===== config.mk =====
export PLATFORM = sky130hd
export DESIGN_NAME = loctag_adc_sampler
export DESIGN_NICKNAME = d
export VERILOG_FILES = /design/src/rtl/loctag_adc_sampler.sv
export SDC_FILE = /design/constraint.sdc
export NUM_CORES = 1
export LEC_CHECK = 0
export ABC_AREA = 1
export BUFFER_PORTS_ARGS = -buffer_cell sky130_fd_sc_hd__buf_2
export CORE_ASPECT_RATIO = 1.4
export CORE_UTILIZATION = 45
export DETAILED_ROUTE_END_ITERATION = 8
export PLACE_DENSITY = 0.69
export SLEW_MARGIN = 20
export SYNTH_ARGS = -nofsm -noshare
export SYNTH_HDL_FRONTEND = slang
export SYNTH_SLANG_ARGS = --single-unit

===== constraint.sdc =====
create_clock -name clk -period 3.4 [get_ports clk]
set_input_delay 0.68 -clock clk [delete_from_list [all_inputs] [get_ports clk]]
set_output_delay 0.68 -clock clk [all_outputs]
set_load 0.01 [all_outputs]

===== src/rtl/loctag_adc_sampler.sv =====
// loctag_adc_sampler: serial-ADC frame controller (CS/SCLK drive, MSB-first capture, valid/ready out).
// Define LOCTAG_ADC_THRESH_EN to enable the threshold detect pulse on frame completion.
module loctag_adc_sampler #(
    parameter int CLK_DIV    = 2,
    parameter int FRAME_BITS = 16,
    parameter int DATA_BITS  = 12,
    parameter int DATA_LSB   = 0,
    parameter int QUIET_CYC  = 4
) (
    input  logic                 clk,
    input  logic                 reset,
    input  logic                 enable,
    input  logic                 mode,
    input  logic                 start,
    output logic                 adc_cs,
    output logic                 adc_sclk,
    input  logic                 adc_so,
    output logic [DATA_BITS-1:0] sample_data,
    output logic                 sample_valid,
    input  logic                 sample_ready,
    output logic                 overrun,
    input  logic                 overrun_clr,
    output logic                 busy,
    output logic [15:0]          frame_count,
    input  logic [DATA_BITS-1:0] thresh,
    output logic                 detect
);

    typedef enum logic [1:0] {
        IDLE,
        SETUP,
        SHIFT,
        QUIET
    } state_t;

    localparam logic [15:0] DIV_LAST   = 16'(CLK_DIV - 1);
    localparam logic [15:0] QUIET_LAST = 16'(QUIET_CYC - 1);
    localparam logic [15:0] HALF_LAST  = 16'(2 * FRAME_BITS - 1);

    state_t                state;
    logic [15:0]           cnt;
    logic [15:0]           half;
    logic                  so_q;
    logic [FRAME_BITS-1:0] frame;
    logic [DATA_BITS-1:0]  field;
    logic                  frame_done;
    logic                  take;
    logic                  unused_frame_msb;

    assign field            = frame[DATA_LSB +: DATA_BITS];
    assign unused_frame_msb = frame[FRAME_BITS-1];
    assign take             = !sample_valid || sample_ready;

    // The last high half-period expiring is the completion edge.
    assign frame_done = (state == SHIFT) && (cnt == DIV_LAST)
                        && (half == HALF_LAST);

    always_ff @(posedge clk) begin
        if (reset) begin
            state        <= IDLE;
            cnt          <= '0;
            half         <= '0;
            so_q         <= 1'b0;
            frame        <= '0;
            adc_cs       <= 1'b1;
            adc_sclk     <= 1'b0;
            busy         <= 1'b0;
            sample_data  <= '0;
            sample_valid <= 1'b0;
            overrun      <= 1'b0;
            frame_count  <= '0;
        end else begin
            so_q <= adc_so;

            if (sample_valid && sample_ready) begin
                sample_valid <= 1'b0;
            end
            if (overrun_clr) begin
                overrun <= 1'b0;
            end
            // Later assignments win: a completion overrides clear/handshake.
            if (frame_done) begin
                frame_count <= frame_count + 16'd1;
                if (take) begin
                    sample_data  <= field;
                    sample_valid <= 1'b1;
                end else begin
                    overrun <= 1'b1;
                end
            end

            unique case (state)
                IDLE: begin
                    if (enable && (mode || start)) begin
                        state  <= SETUP;
                        adc_cs <= 1'b0;
                        busy   <= 1'b1;
                        cnt    <= '0;
                    end
                end
                SETUP: begin
                    if (cnt == DIV_LAST) begin
                        state <= SHIFT;
                        cnt   <= '0;
                        half  <= '0;
                    end else begin
                        cnt <= cnt + 16'd1;
                    end
                end
                SHIFT: begin
                    if (cnt == DIV_LAST) begin
                        cnt <= '0;
                        if (half == HALF_LAST) begin
                            state    <= QUIET;
                            adc_cs   <= 1'b1;
                            adc_sclk <= 1'b0;
                        end else begin
                            half     <= half + 16'd1;
                            adc_sclk <= ~adc_sclk;
                            if (!adc_sclk) begin
                                frame <= {frame[FRAME_BITS-2:0], so_q};
                            end
                        end
                    end else begin
                        cnt <= cnt + 16'd1;
                    end
                end
                QUIET: begin
                    if (cnt == QUIET_LAST) begin
                        cnt <= '0;
                        if (enable && mode) begin
                            state  <= SETUP;
                            adc_cs <= 1'b0;
                        end else begin
                            state <= IDLE;
                            busy  <= 1'b0;
                        end
                    end else begin
                        cnt <= cnt + 16'd1;
                    end
                end
                default: begin
                    state <= IDLE;
                end
            endcase
        end
    end

`ifdef LOCTAG_ADC_THRESH_EN
    always_ff @(posedge clk) begin
        if (reset) begin
            detect <= 1'b0;
        end else begin
            detect <= frame_done && (field >= thresh);
        end
    end
`else
    logic unused_thresh;
    assign unused_thresh = ^thresh;
    assign detect        = 1'b0;
`endif

endmodule

==> impl_metrics.py <==
metrics = {
    "status": {
        "status": "complete, no violations",
    },
    "die": {
        "dieArea_um2": 10200,
        "die_y_um": 119,
        "num_rows": 42,
        "num_io_pins": 54,
        "start_util": 0.464,
        "die-width_um": 85.7,
        "core_area_um2": 9510,
    },
    "routing": {
        "detail-route-antenna-nets": 0,
        "drt-pass1-iter-count": 5,
        "drt_first_iter_violations": 268,
        "wire_per_inst_um": 11.9,
        "vias_per_cell": 5.07,
        "wl_mm": 10.1,
        "drcViolationCount": 0,
        "vias": 4270,
    },
    "grt": {
        "grt_max_degree": 44,
        "met1_usage": 0.244,
        "grt_pass1_vias": 3996,
        "gr-max-usage-layer": "met2",
        "grtUsageMet2": 0.392,
        "grt_overflow": 0,
        "grt_first_pass_wirelength_mm": 17.8,
        "grt.met3_usage": 0.0298,
        "antenna_found_initial": 0,
        "track_usage": 0.215,
    },
    "worst_setup_path": {
        "crit_type": "reg -> reg",
        "endpoint": "frame_count[7]",
        "crit_path_end_kind": "register",
        "cp_data_required_time_ns": 3.61,
        "worstPathMaxFanout": 13,
        "setup.worst_path.start_class": "register",
        "crit_arrival_ns": 2.58,
        "ff2ff_path_depth": 7,
        "rrSetupSlack_ns": 1.02,
        "r2r-start": "state[0]",
        "r2r_end": "frame_count[7]",
        "crit_path_start": "state[0]",
    },
    "timing": {
        "slew_violations": 0,
        "fin_tns_setup_ns": 0,
        "hold_viol_final": 0,
        "setup_viol": 0,
        "rsz0062_at_grt": "no",
        "worstMarginPinSlew_ns": 0.984,
        "fmax_mhz": 421,
        "fin_ws_ns": 1.02,
        "period_needed_ns": 2.38,
        "finalCritPeriodShare": 0.699,
        "relSlewSlack": 0.343,
        "clock_skew_ns": 0.00805,
    },
    "yosys": {
        "synth_area_um2": 4410,
        "synth-edff-count": 0,
        "ys_ff_latch": 80,
        "syn-num-nets": 706,
        "synth_cell_types": 37,
        "avgSynthCellArea_um2": 6.52,
        "synth_top_area_share": 0.363,
        "synthCells": 677,
        "synth_top_area_cell": "dfxtp_1",
        "async_flop_share": 0,
        "synth-main-ff-cell": "dfxtp_1",
        "yosysSeqAreaShare": 0.363,
        "yosys_warnings": 0,
        "ys_top_cells_by_area": "dfxtp_1, nand2_1, nor2_1",
    },
    "placement": {
        "placed_cell_area_um2": 4650,
        "portBuffers": 40,
        "dpl.hpwl_mm": 7.07,
        "routabilityCongestion": 0.874,
        "place_ws_ns": 0.987,
    },
    "power_and_ir_drop": {
        "p_leak_nw": 1.98,
        "vdd_ir_drop_max_v": 0.000409,
        "powerDensity_nw_per_um2": 517,
    },
    "cells_and_area": {
        "syn_to_final_growth_pct": 11.9,
        "layout-drive-gt1-share": 0.113,
        "layout.nets": 735,
        "fin_util": 0.519,
        "fin_area_um2": 4940,
        "antennaDiodeCount": 0,
    },
    "clock_tree": {
        "cts_max_path_buffers": 2,
        "clk_latency_ns": 0.34,
        "cts.repair.resized": 0,
        "post_cts_buffers": 0,
        "postCtsHoldBufs": 0,
        "root_buffer": "clkbuf_16",
        "cts.sinks": 80,
        "htreeDepth": 3,
        "cts_tree": "done",
        "clk_pin_slew_ns": 0.07,
        "cts_made_buffers": 9,
    },
    "run": {
        "maxCapViolations": 0,
    },
    "worst_hold_path": {
        "hold_class": "reg -> reg",
    },
}
## worst max-delay path: stages, from the launching register on
cell     delay, ns
dfxtp_1       0.34
inv_1         0.15
ha_1          0.52
nand3_4       0.23
nor2_2        0.46
inv_1         0.33
nand2_1       0.14
a21oi_1       0.07
## through the flow
| step | hold slack [ns] | total power, mW | std cells |
|---|---|---|---|
| floorplan | 0.430 | 1.51 | 677 |
| global placement | 0.457 | 1.61 | 827 |
| detailed placement | 0.468 | 1.63 | 827 |
| CTS | 0.483 | 2.57 | 843 |
| global route | 0.509 | 2.70 | 843 |
| finish | 0.476 | 2.55 | 843 |
## layout make-up
type                       count  area, µm²
sequential                    80       1600
inverter                      54        203
timing repair buffer          41        208
multi-input combinational    520       2470
fill                         942       4570
tap                          132        165
clock buffer                  10        239
clock inverter                 6       50.0
## synth_stat cells, types with 4 or more instances
master and number:
a21oi_1 46, clkbuf_1 8, nor2_1 140, inv_2 4
dfxtp_1 80, xnor2_1 4, xor2_1 13, o21ai_0 21
ha_1 9, nand4_1 10, nor3_1 10, buf_4 6
nand3b_1 14, inv_1 49, nor2_2 6, nor2_4 4
nand3_1 45, nand2_1 179
## power by group
group / total, mW / internal [mW] / leakage, nW / switching [mW]
logic: 0.591 / 0.162 / 1.19 / 0.429
clock network: 0.942 / 0.525 / 0.141 / 0.417
registers: 1.02 / 0.982 / 0.646 / 0.0382
## cell usage in the layout (no fill, tap or decap), types with 13 or more instances in the layout
cell and count:
a21oi_1 46, buf_2 40, dfxtp_1 80, inv_1 49
nand2_1 179, nand3_1 45, nand3b_1 14, nor2_1 140
o21ai_0 21, xor2_1 13
## registers in the layout (all words and copies together) (netlist names)
signal        cells
sample_valid      1
adc_cs            1
adc_sclk          1
frame_count      16
busy              1
cnt              16
frame            12
overrun           1
state             2
sample_data      12
so_q              1
half             16
## worst min-delay path by stage
stage	depth (start not counted)	start	slack, ns	endpoint
final	2	sample_data[2]	0.48	sample_data[2]
after CTS	2	sample_data[11]	0.48	sample_data[11]
after global routing	2	sample_data[8]	0.51	sample_data[8]
after floorplan	2	so_q	0.43	frame[0]
after global placement	2	sample_data[9]	0.46	sample_data[9]
after detailed placement	2	sample_data[11]	0.47	sample_data[11]
## cell families after synthesis
logic type / Yosys count / synth area share
AO/OA/AOI/OAI: 73 / 0.0859
flip-flops: 80 / 0.363
other: 1 / 0.000850
AND/OR/NAND/NOR: 420 / 0.415
buffers and inverters: 77 / 0.0765
XOR/XNOR: 17 / 0.0337
adder cells (fa/ha/maj): 9 / 0.0255
## metal layers
metal	up-vias	part of all wire
li1	2202	-
met1	1983	0.43
met2	66	0.52
met3	19	0.023
met4	0	0.024
met5	-	0
Power figures use the tool's default switching activity.
